**src/rtl/svc_pkg.sv**
```systemverilog
// Shared definitions for the service-counter system: default field widths,
// dispenser FSM encoding and the customer record handed to `top`.
package svc_pkg;

  localparam int NUM_W_DFLT   = 4;
  localparam int TIME_W_DFLT  = 4;
  localparam int TICKET_FIRST = 1;

  typedef enum logic [1:0] {
    IDLE = 2'd0,
    EMIT = 2'd1,
    HOLD = 2'd2
  } disp_state_e;

  typedef struct packed {
    logic [NUM_W_DFLT-1:0]  num;
    logic [TIME_W_DFLT-1:0] tm;
  } customer_t;

endpackage

```
**src/rtl/ticket_dispenser_if.sv**
```systemverilog
// Request/customer bus between the request source, the ticket dispenser and `top`.
interface ticket_dispenser_if
  import svc_pkg::*;
#(
  parameter int DEPTH  = 2,
  parameter int NUM_W  = NUM_W_DFLT,
  parameter int TIME_W = TIME_W_DFLT
);

  logic                     req;
  logic [TIME_W-1:0]        req_time;
  logic                     out_valid;
  logic [NUM_W-1:0]         out_num;
  logic [TIME_W-1:0]        out_time;
  logic [$clog2(DEPTH):0]   pend_cnt;
  logic                     full;
  logic [7:0]               drop_cnt;
  logic [7:0]               rej_cnt;

  modport master (
    output req, req_time,
    input  out_valid, out_num, out_time, pend_cnt, full, drop_cnt, rej_cnt
  );

  modport slave (
    input  req, req_time,
    output out_valid, out_num, out_time, pend_cnt, full, drop_cnt, rej_cnt
  );

endinterface

```
**src/rtl/req_fifo.sv**
```systemverilog
// Small synchronous FIFO of pending customer entries with occupancy count.
module req_fifo #(
  parameter int DEPTH = 2,
  parameter int W     = 8,
  localparam int AW   = $clog2(DEPTH),
  localparam int CW   = $clog2(DEPTH) + 1
) (
  input  logic          clk,
  input  logic          rst_n,
  input  logic          push_i,
  input  logic          pop_i,
  input  logic [W-1:0]  wdata_i,
  output logic [W-1:0]  rdata_o,
  output logic          full_o,
  output logic          empty_o,
  output logic [CW-1:0] count_o
);

  logic [W-1:0]  mem_q [DEPTH];
  logic [AW-1:0] wr_ptr_q, wr_ptr_d;
  logic [AW-1:0] rd_ptr_q, rd_ptr_d;
  logic [CW-1:0] count_q, count_d;

  // NOTE: storage is not reset; the count alone decides which entries are live.
  always_ff @(posedge clk) begin
    if (push_i) mem_q[wr_ptr_q] <= wdata_i;
  end

  // NOTE: every comb output gets a default first so no latch is inferred.
  always_comb begin
    wr_ptr_d = wr_ptr_q;
    rd_ptr_d = rd_ptr_q;
    count_d  = count_q;
    if (push_i) wr_ptr_d = wr_ptr_q + AW'(1);
    if (pop_i)  rd_ptr_d = rd_ptr_q + AW'(1);
    if (push_i && !pop_i)      count_d = count_q + CW'(1);
    else if (!push_i && pop_i) count_d = count_q - CW'(1);
  end

  // NOTE: state registers use non-blocking assignments only.
  always_ff @(posedge clk or posedge rst_n) begin
    if (rst_n) begin
      wr_ptr_q <= '0;
      rd_ptr_q <= '0;
      count_q  <= '0;
    end else begin
      wr_ptr_q <= wr_ptr_d;
      rd_ptr_q <= rd_ptr_d;
      count_q  <= count_d;
    end
  end

  assign rdata_o = mem_q[rd_ptr_q];
  assign full_o  = (count_q == CW'(DEPTH));
  assign empty_o = (count_q == '0);
  assign count_o = count_q;

endmodule

```
**src/rtl/ticket_dispenser.sv**
```systemverilog
// Ticket dispenser: numbers accepted requests, queues them and emits them to
// `top` as isolated one-cycle pulses separated by at least GAP idle cycles.
module ticket_dispenser
  import svc_pkg::*;
#(
  parameter int DEPTH  = 2,
  parameter int NUM_W  = NUM_W_DFLT,
  parameter int TIME_W = TIME_W_DFLT,
  parameter int GAP    = 1
) (
  input  logic               clk,
  input  logic               rst_n,
  ticket_dispenser_if.slave  bus
);

  localparam int CW = $clog2(DEPTH) + 1;
  localparam int GW = $clog2(GAP) + 1;
  localparam logic [NUM_W-1:0] TKT_FIRST = NUM_W'(TICKET_FIRST);
  localparam logic [NUM_W-1:0] TKT_LAST  = '1;

  typedef struct packed {
    logic [NUM_W-1:0]  num;
    logic [TIME_W-1:0] tm;
  } entry_t;

  entry_t            wr_entry, rd_entry;
  logic              fifo_full, fifo_empty;
  logic [CW-1:0]     fifo_count;
  logic              push, pop;
  logic              req_zero, req_drop;

  disp_state_e       state_q, state_d;
  logic [GW-1:0]     gcnt_q, gcnt_d;
  logic              out_valid_q, out_valid_d;
  logic [NUM_W-1:0]  out_num_q, out_num_d;
  logic [TIME_W-1:0] out_time_q, out_time_d;
  logic [NUM_W-1:0]  tkt_q, tkt_d;
  logic [7:0]        drop_q, drop_d;
  logic [7:0]        rej_q, rej_d;

  // A full FIFO still accepts when the FSM pops on the same edge.
  assign req_zero = bus.req && (bus.req_time == '0);
  assign req_drop = bus.req && !req_zero && fifo_full && !pop;
  assign push     = bus.req && !req_zero && !req_drop;
  assign wr_entry = '{num: tkt_q, tm: bus.req_time};

  req_fifo #(.DEPTH(DEPTH), .W($bits(entry_t))) u_fifo (
    .clk     (clk),
    .rst_n   (rst_n),
    .push_i  (push),
    .pop_i   (pop),
    .wdata_i (wr_entry),
    .rdata_o (rd_entry),
    .full_o  (fifo_full),
    .empty_o (fifo_empty),
    .count_o (fifo_count)
  );

  // rst_n is active-high in this codebase despite its name.
  always_ff @(posedge clk or posedge rst_n) begin
    if (rst_n) begin
      state_q     <= IDLE;
      gcnt_q      <= '0;
      out_valid_q <= 1'b0;
      out_num_q   <= '0;
      out_time_q  <= '0;
      tkt_q       <= TKT_FIRST;
      drop_q      <= '0;
      rej_q       <= '0;
    end else begin
      state_q     <= state_d;
      gcnt_q      <= gcnt_d;
      out_valid_q <= out_valid_d;
      out_num_q   <= out_num_d;
      out_time_q  <= out_time_d;
      tkt_q       <= tkt_d;
      drop_q      <= drop_d;
      rej_q       <= rej_d;
    end
  end

  always_comb begin
    state_d = state_q;
    unique case (state_q)
      IDLE:    if (!fifo_empty) state_d = EMIT;
      EMIT:    state_d = HOLD;
      HOLD:    if (gcnt_q == '0) state_d = fifo_empty ? IDLE : EMIT;
      default: state_d = IDLE;
    endcase
  end

  always_comb begin
    pop         = 1'b0;
    out_valid_d = 1'b0;
    out_num_d   = '0;
    out_time_d  = '0;
    gcnt_d      = gcnt_q;
    unique case (state_q)
      IDLE: begin
        if (!fifo_empty) begin
          pop         = 1'b1;
          out_valid_d = 1'b1;
          out_num_d   = rd_entry.num;
          out_time_d  = rd_entry.tm;
        end
      end
      EMIT: gcnt_d = GW'(GAP - 1);
      HOLD: begin
        if (gcnt_q != '0) begin
          gcnt_d = gcnt_q - GW'(1);
        end else if (!fifo_empty) begin
          pop         = 1'b1;
          out_valid_d = 1'b1;
          out_num_d   = rd_entry.num;
          out_time_d  = rd_entry.tm;
        end
      end
      default: ;
    endcase
  end

  // Ticket 0 is reserved as "idle" downstream, so the sequence skips it.
  always_comb begin
    tkt_d  = tkt_q;
    drop_d = drop_q;
    rej_d  = rej_q;
    if (push) tkt_d = (tkt_q == TKT_LAST) ? TKT_FIRST : tkt_q + NUM_W'(1);
    if (req_drop && drop_q != 8'hFF) drop_d = drop_q + 8'd1;
    if (req_zero && rej_q  != 8'hFF) rej_d  = rej_q + 8'd1;
  end

  assign bus.out_valid = out_valid_q;
  assign bus.out_num   = out_num_q;
  assign bus.out_time  = out_time_q;
  assign bus.pend_cnt  = fifo_count;
  assign bus.full      = fifo_full;
  assign bus.drop_cnt  = drop_q;
  assign bus.rej_cnt   = rej_q;

endmodule
```
**src/flat_wrapper.sv**
```systemverilog
// flat-port wrapper written by rule: the top's interface ports become plain ports
module ticket_dispenser_flat import svc_pkg::*;
#(
  parameter int DEPTH  = 2,
  parameter int NUM_W  = NUM_W_DFLT,
  parameter int TIME_W = TIME_W_DFLT,
  parameter int GAP    = 1
)
  (clk, rst_n, bus_req, bus_req_time, bus_out_valid, bus_out_num, bus_out_time, bus_pend_cnt, bus_full, bus_drop_cnt, bus_rej_cnt);
  ticket_dispenser_if #(.DEPTH(DEPTH), .NUM_W(NUM_W), .TIME_W(TIME_W)) bus_i ();
  input  logic clk;
  input  logic rst_n;
  input wire logic [$bits(bus_i.req)-1:0] bus_req;
  input wire logic [$bits(bus_i.req_time)-1:0] bus_req_time;
  output wire logic [$bits(bus_i.out_valid)-1:0] bus_out_valid;
  output wire logic [$bits(bus_i.out_num)-1:0] bus_out_num;
  output wire logic [$bits(bus_i.out_time)-1:0] bus_out_time;
  output wire logic [$bits(bus_i.pend_cnt)-1:0] bus_pend_cnt;
  output wire logic [$bits(bus_i.full)-1:0] bus_full;
  output wire logic [$bits(bus_i.drop_cnt)-1:0] bus_drop_cnt;
  output wire logic [$bits(bus_i.rej_cnt)-1:0] bus_rej_cnt;
  assign bus_i.req = bus_req;
  assign bus_i.req_time = bus_req_time;
  assign bus_out_valid = bus_i.out_valid;
  assign bus_out_num = bus_i.out_num;
  assign bus_out_time = bus_i.out_time;
  assign bus_pend_cnt = bus_i.pend_cnt;
  assign bus_full = bus_i.full;
  assign bus_drop_cnt = bus_i.drop_cnt;
  assign bus_rej_cnt = bus_i.rej_cnt;
  ticket_dispenser #(.DEPTH(DEPTH), .NUM_W(NUM_W), .TIME_W(TIME_W), .GAP(GAP)) u_core (.clk(clk), .rst_n(rst_n), .bus(bus_i));
endmodule
```
**config.mk**
```make
export PLATFORM = sky130hd
export DESIGN_NAME = ticket_dispenser_flat
export DESIGN_NICKNAME = d
export VERILOG_FILES = /design/src/rtl/svc_pkg.sv /design/src/rtl/ticket_dispenser_if.sv /design/src/rtl/req_fifo.sv /design/src/rtl/ticket_dispenser.sv /design/src/flat_wrapper.sv
export SDC_FILE = /design/constraint.sdc
export NUM_CORES = 1
export LEC_CHECK = 0
export ABC_CLOCK_PERIOD_IN_PS = 2200
export BUFFER_PORTS_ARGS = -buffer_cell sky130_fd_sc_hd__buf_2
export CAP_MARGIN = 10
export CORE_ASPECT_RATIO = 1.25
export CORE_UTILIZATION = 54
export DETAILED_ROUTE_END_ITERATION = 7
export GPL_ROUTABILITY_DRIVEN = 1
export GPL_TIMING_DRIVEN = 0
export MAX_ROUTING_LAYER = met4
export PLACE_DENSITY = 0.77
export SETUP_SLACK_MARGIN = 0.2
export SYNTH_ARGS = -nofsm -noshare
export SYNTH_HDL_FRONTEND = slang
export SYNTH_SLANG_ARGS = --single-unit
```
**constraint.sdc**
```tcl
create_clock -name clk -period 2.2 [get_ports clk]
set_clock_uncertainty 0.1 [all_clocks]
set_input_delay 0.11 -clock clk [delete_from_list [all_inputs] [get_ports clk]]
set_output_delay 0.11 -clock clk [all_outputs]
set_load 0.02 [all_outputs]
```
==> results of run 1 <==
-- cell usage after synthesis (all sizes together) --
master   count  share of area (%)
a32o         1               0.50
inv          4               0.75
and4         1               0.44
o41a         1               0.56
nor2b        3               0.93
and3         1               0.31
nand4        4                1.2
ha           4                2.5
dfstp        1                1.3
o211a        1               0.50
o21a         1               0.37
dfrtp       33                 41
mux2i        8                4.0
nand3        8                2.0
and2         1               0.31
clkbuf       1               0.19
mux2         2                1.3
o2111ai      1               0.44
nand2        9                1.7
o211ai       2                1.0
nor4         1               0.31
xor2        11                4.8
nor2        18                3.4
buf          1               0.56
nor3         4                1.2
edfxtp      16                 24
nand2b       1               0.31
and3b        1               0.44
xnor2        8                3.5
a21oi        1               0.25
-- logic make-up (layout without fill, tap and decap cells) --
family,count (synthesis),after routing,share of synthesized area [%]
simple gates,52,52,12.6
flops,50,50,66.3
xor+xnor,19,19,8.28
mux,10,10,5.29
compound gates,8,8,3.61
buf+inv,6,58,1.49
fa+ha+maj,4,4,2.49
-- worst max path at each step --
stage | to | slack, ns | cells after the start
2_1_floorplan | u_core.u_fifo.mem_q[0][0] | 0.26 | 4
3_3_place_gp | u_core.u_fifo.mem_q[0][6] | 0.22 | 4
3_5_place_dp | u_core.u_fifo.mem_q[0][7] | 0.16 | 4
4_1_cts | u_core.u_fifo.count_o[1] | 0.25 | 9
5_1_grt | u_core.u_fifo.mem_q[0][4] | 0.23 | 5
6_report | u_core.u_fifo.mem_q[0][4] | 0.31 | 5
-- registers in the layout, summed over array words and instances (netlist names) --
name                    count
u_core.bus.drop_cnt         8
u_core.bus.out_num          4
u_core.bus.out_time         4
u_core.bus.out_valid        1
u_core.bus.rej_cnt          8
u_core.state_q              1
u_core.tkt_q                4
u_core.u_fifo.count_o       2
u_core.u_fifo.mem_q        16
u_core.u_fifo.rd_ptr_q      1
u_core.u_fifo.wr_ptr_q      1
-- layer usage --
metal | wire [µm] | vias to the layer above | GRT usage, % | share of wire (%)
met3 | 130 | 8 | 4.63 | 3.8
met1 | 1460 | 609 | 22.5 | 43
met2 | 1730 | 33 | 32.2 | 51
met4 | 68 | 0 | 6.78 | 2.0
met5 | 0 | - | - | 0
li1 | - | 618 | - | -
-- layout make-up --
cell class / count / area (µm²)
sequential: 50 / 1330
tap: 39 / 48.8
clock buffer: 6 / 72.6
timing repair buffer: 44 / 274
inverter: 4 / 15.0
multi-input combinational: 93 / 656
fill: 248 / 1060
clock inverter: 2 / 37.5
buffer: 2 / 15.0
-- per-stage QoR --
step | total power [mW] | cell area [µm²] | util [%] | instances | worst slack [ns]
finish | 3.11 | 2450 | 69.8 | 240 | 0.309
global placement | 2.41 | 2230 | 63.5 | 222 | 0.216
global route | 3.31 | 2450 | 69.8 | 240 | 0.228
detailed placement | 2.48 | 2240 | 63.9 | 223 | 0.158
floorplan | 2.18 | 2010 | - | 149 | 0.256
CTS | 3.12 | 2410 | 68.5 | 236 | 0.252
-- critical path, cell delays in order (launching register included) --
cell,delay [ns]
dfrtp_1,0.45
and3b_1,0.25
nor2b_2,0.13
buf_6,0.13
buf_4,0.12
nor2b_2,0.37
-- power by group through the flow --
stage          Clock (mW)  Combinational (mW)  Sequential (mW)
2_1_floorplan           0               0.555             1.63
3_3_place_gp            0               0.944             1.47
3_5_place_dp            0               0.989             1.50
4_1_cts             0.637                1.00             1.48
5_1_grt             0.673                1.12             1.52
6_report            0.620                1.01             1.48
-- timing repair --
item | CTS | global route
pin swaps | 0 | 2
setup endpoints to repair | 8 | 2
hold buffers | 5 | 0
hold endpoints to repair | 28 | 0
gates resized for setup | 1 | 4
buffers inserted | 0 | 4
==> metrics.csv, run 1 <==
metric,value,unit
rsz0062_at_grt,false,
hold_start,bus_req_time[2],
startpoint_type,flop,
worstPathRequired,2.05,ns
synth_cells,149,
die_w,56.6,µm
rows,24,
cts_buffers,5,
synthesis.area,2010,µm²
worst-slew-pin-transition,0.812,ns
holdCritPathClass,primary input to flop,
power_switching,1.06,mW
drc,0,
r2r-start,u_core.u_fifo.count_o[0],
reg2regPathDepth,5,
grt_start_max_net_pins,22,
totalWireLength,3390,µm
r2r_slack,0.31,ns
port_buffers,34,
setup_tns,0,ns
combPwrFrac,32.5,%
gp_congestion,0.818,
antenna_found_initial,0,
cts.sinks,50,
globalRouteTotalUtil,19.2,%
gr-total-overflow,0,
route.vias.total,1268,
routedWlPerCell,14.1,µm
fmax,0.529,GHz
die-area,3970,µm²
pwr-share-seq,47.5,%
crit_arrival,1.74,ns
ys_warn_count,0,
grt_pass1_wl,5620,µm
drive_gt1_share,27.9,%
yosys_register_bits,50,
core-area,3510,µm²
clk_latency,0.30,ns
crit_path_start,u_core.u_fifo.count_o[0],
drt_iter0_drc,17,
hold_ws,0.107,ns
pwr-share-clk,19.9,%
antenna_cells,0,
power.internal,2.05,mW
ir_drop,1.06,mV
p_leak,1.18,nW
post_synth_num_cell_types,34,
start_util,57.2,%
maxCapViolCount,0,
antenna_left,0,
finalMaxSlewViolations,0,
clkSlewWorstSetupHoldPaths,0.09,ns
swShare,34.2,%
crit_type,flop to flop,
min_period,1.89,ns
slew_headroom,45.8,%
grt_pass1_vias,1245,
cts-root-buf,clkbuf_8,
holdPathStages,2,
status,"finished, final reports clean",
finalHoldViolCount,0,
path_max_fanout,8,
final_cell_mix,"33 x buf_2, 33 x dfrtp_1, 18 x nor2_1",
cts_buffer_depth,2,
yosysSeqAreaShare,66.3,%
setup_viol,0,
firstDrtPassIters,4,
avgSynthCellArea,13.5,µm²
die_h,70.2,µm
io_pins,35,
min_to,u_core.u_fifo.mem_q[1][2],
final_nets,211,
vias_per_cell,5.28,
regToRegEndpoint,u_core.u_fifo.mem_q[0][4],
cp-end-kind,flop,
fin_crit_sh,86.0,%
htreeDepth,2,
areaGrowthSynthToFinish,21.9,%
cellPowerDensity,1270,nW/µm²
syn_nets,160,
dpl.hpwl,2450,µm
cts_tree,done,
No activity file was read; power rests on OpenSTA's default activity.
==> inputs of run 2 (changes only) <==
Settings changed: GPL_ROUTABILITY_DRIVEN 1 to 0, HOLD_SLACK_MARGIN set to 0.02, REMOVE_ABC_BUFFERS set to 1.
==> run 2 against run 1 <==
Hold slack gained 0.0056 ns; flip-flop and latch count unchanged; cell area down 1.4%; critical path type unchanged; critical endpoint is now u_core.u_fifo.mem_q[1][5].
==> metrics.csv, run 2 (same netlist as run 1, synthesis figures left out) <==
metric,value,unit,change
power_switching,1.05,mW,-1.6%
pwr-share-seq,49.5,%,+2.0 points
layout_commonest_cell,buf_2,,
core-area,3510,µm²,unchanged
slew_headroom,52.6,%,+6.8 points
finalMaxSlewViolations,0,,unchanged
clk_latency,0.29,ns,about the same
final_nets,205,,-2.8%
top_layer,met4,,
vias_per_cell,5.41,,+2.4%
finish.utilization,68.8,%,-1.0 points
fmax,0.541,GHz,+2.3%
rsz0062_at_grt,false,,
antenna_cells,0,,unchanged
cellPowerDensity,1270,nW/µm²,about the same
regMostFlops,u_core.u_fifo.mem_q,,
htreeDepth,2,,unchanged
cts_buffer_depth,2,,unchanged
worst-slew-pin-transition,0.710,ns,-0.102 ns
grt_pass1_wl,5800,µm,+3.3%
register_area,1330,µm²,unchanged
antenna_left,0,,unchanged
swShare,34.1,%,-0.066 points
finalPower,3.07,mW,-1.4%
cts-root-buf,clkbuf_8,,
route.vias.total,1266,,-0.16%
dpl.hpwl,2460,µm,+0.43%
startpoint_type,flop,,
die-area,3970,µm²,unchanged
die_w,56.6,µm,unchanged
power.internal,2.02,mW,-1.3%
clkSlewWorstSetupHoldPaths,0.08,ns,about the same
multi_input_area,663,µm²,+1.1%
crit_type,flop to flop,,
grt_pass1_vias,1270,,+2.0%
hold_ws,0.113,ns,+0.00560 ns
totalWireLength,3360,µm,-0.77%
ir_drop,0.942,mV,-11%
fillers,252,,+1.6%
p_leak,1.16,nW,-1.4%
worstPathRequired,2.05,ns,about the same
final_cell_mix,"34 x buf_2, 33 x dfrtp_1, 18 x nor2_1",,
start_util,57.2,%,unchanged
routedWlPerCell,14.4,µm,+1.8%
path_max_fanout,10,,+2
combPwrFrac,30.8,%,-1.7 points
maxCapViolCount,0,,unchanged
port_buffers,34,,unchanged
firstDrtPassIters,4,,unchanged
areaGrowthSynthToFinish,20.2,%,
holdCritPathClass,primary input to flop,,
finalHoldViolCount,0,,unchanged
cts_buffers,5,,unchanged
r2r_slack,0.35,ns,+0.04 ns
m1WireLength,1360,µm,-6.8%
drt_iter0_drc,37,,+20
fin_crit_sh,84.0,%,-1.9 points
io_pins,35,,unchanged
min_period,1.85,ns,-0.0426 ns
wl_met3,133,µm,+2.3%
crit_arrival,1.70,ns,-0.04 ns
die_h,70.2,µm,unchanged
rows,24,,unchanged
grt_start_max_net_pins,19,,-14%
largest_reg_flops,16,,unchanged
dr_wl_met2,1780,µm,+3.0%
drive_gt1_share,26.2,%,-1.7 points
cp-end-kind,flop,,
gr-total-overflow,0,,unchanged
antenna_found_initial,0,,unchanged
drc,0,,unchanged
status,"finished, final reports clean",,
cts.sinks,50,,unchanged
setup_tns,0,ns,unchanged
globalRouteTotalUtil,19.8,%,+0.58 points
cts_tree,done,,
setup_viol,0,,unchanged
pwr-share-clk,19.7,%,-0.2 points
run 2: cell types whose count changed in the layout (fill, tap and decap cells not counted), sizes merged:
cell | previous run | this run
dlymetal6s4s | 1 | 0
dlygate4sd3 | 4 | 5
buf | 40 | 35
clkinvlp | 1 | 0
clkinv | 0 | 2
clkbuf | 7 | 5
run 2: what timing repair did:
| item | 4_1_cts | 5_1_grt |
|---|---|---|
| setup buffers | 0 | 0 |
| endpoints found under the hold margin | 24 | 0 |
| setup endpoints to repair | 18 | 9 |
| hold buffers | 5 | 0 |
| gates resized for setup | 3 | 1 |
run 2: area by class of cell:
class                   count  share of cell area (%)
flip-flops and latches     50                    55.2
multi-input cells          93                    27.4
repair buffers             40                    10.3
clock inverters             3                    1.66
well taps                  39                    2.02
inverters                   4                   0.621
clock buffers               5                    2.85
run 2: worst paths after layout:
check / end / from / cells past startpoint
worst max-delay path: u_core.u_fifo.mem_q[1][5] / u_core.u_fifo.count_o[0] / 3
worst min-delay path: u_core.bus.rej_cnt[3] / bus_req / 3
worst max register to register: u_core.u_fifo.mem_q[1][5] / u_core.u_fifo.count_o[0] / 3
worst min register to register: u_core.state_q[0] / u_core.state_q[0] / 1
max in group asynchronous: u_core.tkt_q[0] / rst_n / 4
min in group asynchronous: u_core.bus.drop_cnt[7] / rst_n / 3
run 2: worst max-delay path: stages, from the launching register on:
cell and delay (ns):
dfrtp_1 0.45, and3b_1 0.27, nor2b_4 0.27, and2_1 0.42
run 2: through the flow:
stage | cell area [µm²] | setup slack, ns | instances
3_5_place_dp | 2240 | -0.193 | 221
6_report | 2420 | 0.351 | 234
2_1_floorplan | 2000 | 0.0326 | 147
5_1_grt | 2420 | 0.259 | 234
4_1_cts | 2410 | 0.212 | 234
3_3_place_gp | 2210 | -0.102 | 220
run 2: power groups by stage:
stage	Combinational, mW	Sequential, mW	Clock (mW)
after floorplan	0.510	1.66	0
after global placement	0.893	1.51	0
after detailed placement	0.935	1.53	0
after CTS	0.955	1.52	0.623
after global routing	1.05	1.56	0.656
final	0.945	1.52	0.605
run 2: layer usage:
layer / track usage (%) / vias up
li1: - / 610
met1: 23.6 / 611
met2: 32.3 / 36
met3: 4.44 / 9
met4: 8.40 / 0
met5: - / -
==> inputs of run 3 (changes only) <==
Settings changed: ABC_CLOCK_PERIOD_IN_PS 2200 to 1700, CORE_UTILIZATION 54 to 49, PLACE_DENSITY 0.77 to 0.74.
Clock period 2.2 ns to 1.7 ns, I/O delays scaled along.
==> run 3 against run 2 <==
Sequential power is 28% higher; clock power is 59% higher; setup slack worse by 0.31 ns; register-to-register slack worse by 0.26 ns; largest cell class unchanged; critical endpoint is now u_core.bus.rej_cnt[0].
==> metrics.csv, run 3 (same netlist as run 1, synthesis figures left out) <==
metric,value,unit,change
status,"finished, final reports clean",,
pwr-share-seq,41.7,%,-7.8 points
power.internal,3.10,mW,+53%
holdPathStages,4,,+1
reg2regPathDepth,3,,unchanged
port_buffers,34,,unchanged
antenna_left,0,,unchanged
crit_path_start,bus_req_time[1],,
regMostFlops,u_core.u_fifo.mem_q,,
startpoint_type,primary input,,
place_ws,-0.690,ns,-0.497 ns
largest_reg_flops,16,,unchanged
drt_iter0_drc,30,,-19%
combPwrFrac,37.9,%,+7.1 points
grt_pass1_wl,6180,µm,+6.4%
io_pins,35,,unchanged
die_h,73.6,µm,+4.8%
worstPathRequired,1.81,ns,-0.24 ns
gr-total-overflow,0,,unchanged
clkSlewWorstSetupHoldPaths,0.09,ns,about the same
crit_arrival,1.76,ns,+0.06 ns
worst-slew-pin-transition,0.889,ns,+0.179 ns
maxCapViolCount,0,,unchanged
route.vias.total,1452,,+15%
regToRegEndpoint,u_core.u_fifo.mem_q[0][6],,
drive_gt1_share,43.0,%,+17 points
vias_per_cell,5.24,,-3.1%
crit_type,primary input to flop,,
die_w,59.3,µm,+4.8%
crit_end,u_core.bus.rej_cnt[0],,
cts_buffers,5,,unchanged
dpl.hpwl,2420,µm,-1.6%
p_leak,1.35,nW,+16%
layout_commonest_cell,buf_2,,
setup_tns,0,ns,unchanged
cts_buffer_depth,2,,unchanged
cts_tree,done,,
die-area,4370,µm²,+9.9%
placed_area,2230,µm²,-0.39%
final_nets,233,,+14%
min_period,1.65,ns,
cts.sinks,50,,unchanged
final_cell_area,2840,µm²,+18%
fin_crit_sh,97.3,%,
hold_ws,0.117,ns,+0.00497 ns
path_max_fanout,3,,-7
fmax,0.605,GHz,
clk_latency,0.30,ns,about the same
routedWlPerCell,16.7,µm,+16%
fillers,242,,-4.0%
finalPower,4.69,mW,+53%
layout_setup_ws,0.0459,ns,-0.305 ns
power_switching,1.59,mW,+52%
cellPowerDensity,1650,nW/µm²,+30%
pwr-share-clk,20.5,%,+0.8 points
r2r_slack,0.09,ns,-0.26 ns
drc,0,,unchanged
finalHoldViolCount,0,,unchanged
swShare,33.9,%,-0.24 points
antenna_found_initial,0,,unchanged
grt_pass1_vias,1384,,+9.0%
setup_viol,0,,unchanged
grt_start_max_net_pins,35,,+16
holdCritPathClass,primary input to flop,,
totalWireLength,4610,µm,+37%
rsz0062_at_grt,true,,
firstDrtPassIters,5,,+1
cp-end-kind,flop,,
slew_headroom,40.2,%,-12 points
ir_drop,1.37,mV,+45%
htreeDepth,2,,unchanged
final_cell_mix,"34 x buf_2, 31 x dfrtp_1, 22 x buf_4",,
rows,25,,+4.2%
r2r-start,u_core.u_fifo.count_o[1],,
start_util,52.3,%,-5.0 points
core-area,3850,µm²,+9.5%
globalRouteTotalUtil,20.1,%,+0.30 points
areaGrowthSynthToFinish,41.4,%,
cts-root-buf,clkbuf_8,,
antenna_cells,0,,unchanged
finalMaxSlewViolations,0,,unchanged
==> run 3: changes by cell type in the layout (fill, tap and decap cells not counted), moves of 3 or more <==
cell	change
buf_6	+4
ha_4	+3
nor2_1	-4
nor3_1	-3
buf_4	+22
ha_1	-3
==> run 3: per-layer routing <==
metal  GRT usage [%]  wire length [µm]  up-vias
met5               -                 0        -
met4            8.73               160        0
met3            4.58               154       18
met2            36.7              2730       50
met1            19.9              1570      720
li1                -                 -      664
==> run 3: timing repair <==
item / 4_1_cts / 5_1_grt
hold buffers: 5 / 1
endpoints found under the setup margin: 34 / 33
setup buffers: 15 / 12
pin swaps: 8 / 16
resized for setup: 22 / 14
endpoints found under the hold margin: 9 / 14
==> run 3: critical path: stages <==
cell	delay, ns
buf_2	0.12
nor4_1	0.77
o211ai_1	0.22
buf_4	0.23
buf_4	0.14
xnor2_1	0.19
==> run 3: power groups by stage <==
stage                     registers [mW]  logic, mW  clock network, mW
after floorplan                     2.14      0.659                  0
after global placement              1.95       1.15                  0
after detailed placement            1.99       1.23                  0
after CTS                           1.94       1.60              0.967
after global routing                1.99       1.92               1.02
final                               1.95       1.77              0.959
==> run 3: worst min path at each step <==
| stage | from | endpoint |
|---|---|---|
| floorplan | bus_req_time[0] | u_core.u_fifo.mem_q[0][0] |
| global route | bus_req | u_core.bus.rej_cnt[1] |
| CTS | rst_n | u_core.bus.rej_cnt[0] |
| detailed placement | bus_req_time[1] | u_core.u_fifo.mem_q[1][1] |
| finish | bus_req | u_core.bus.rej_cnt[1] |
| global placement | bus_req_time[1] | u_core.u_fifo.mem_q[1][1] |
==> run 3: through the flow <==
stage               instances  utilization (%)
CTS                       263             68.6
finish                    277             73.9
global route              277             73.9
detailed placement        235             58.0
global placement          235             58.0
floorplan                 147                -
==> run 3: cell type report <==
type | count | area [µm²] | share of cell area, %
inverter | 4 | 15.0 | 0.528
clock buffer | 5 | 68.8 | 2.42
tap | 54 | 67.6 | 2.38
timing repair buffer | 68 | 488 | 17.2
clock inverter | 3 | 63.8 | 2.24
sequential | 50 | 1340 | 47.0
multi-input combinational | 93 | 805 | 28.3
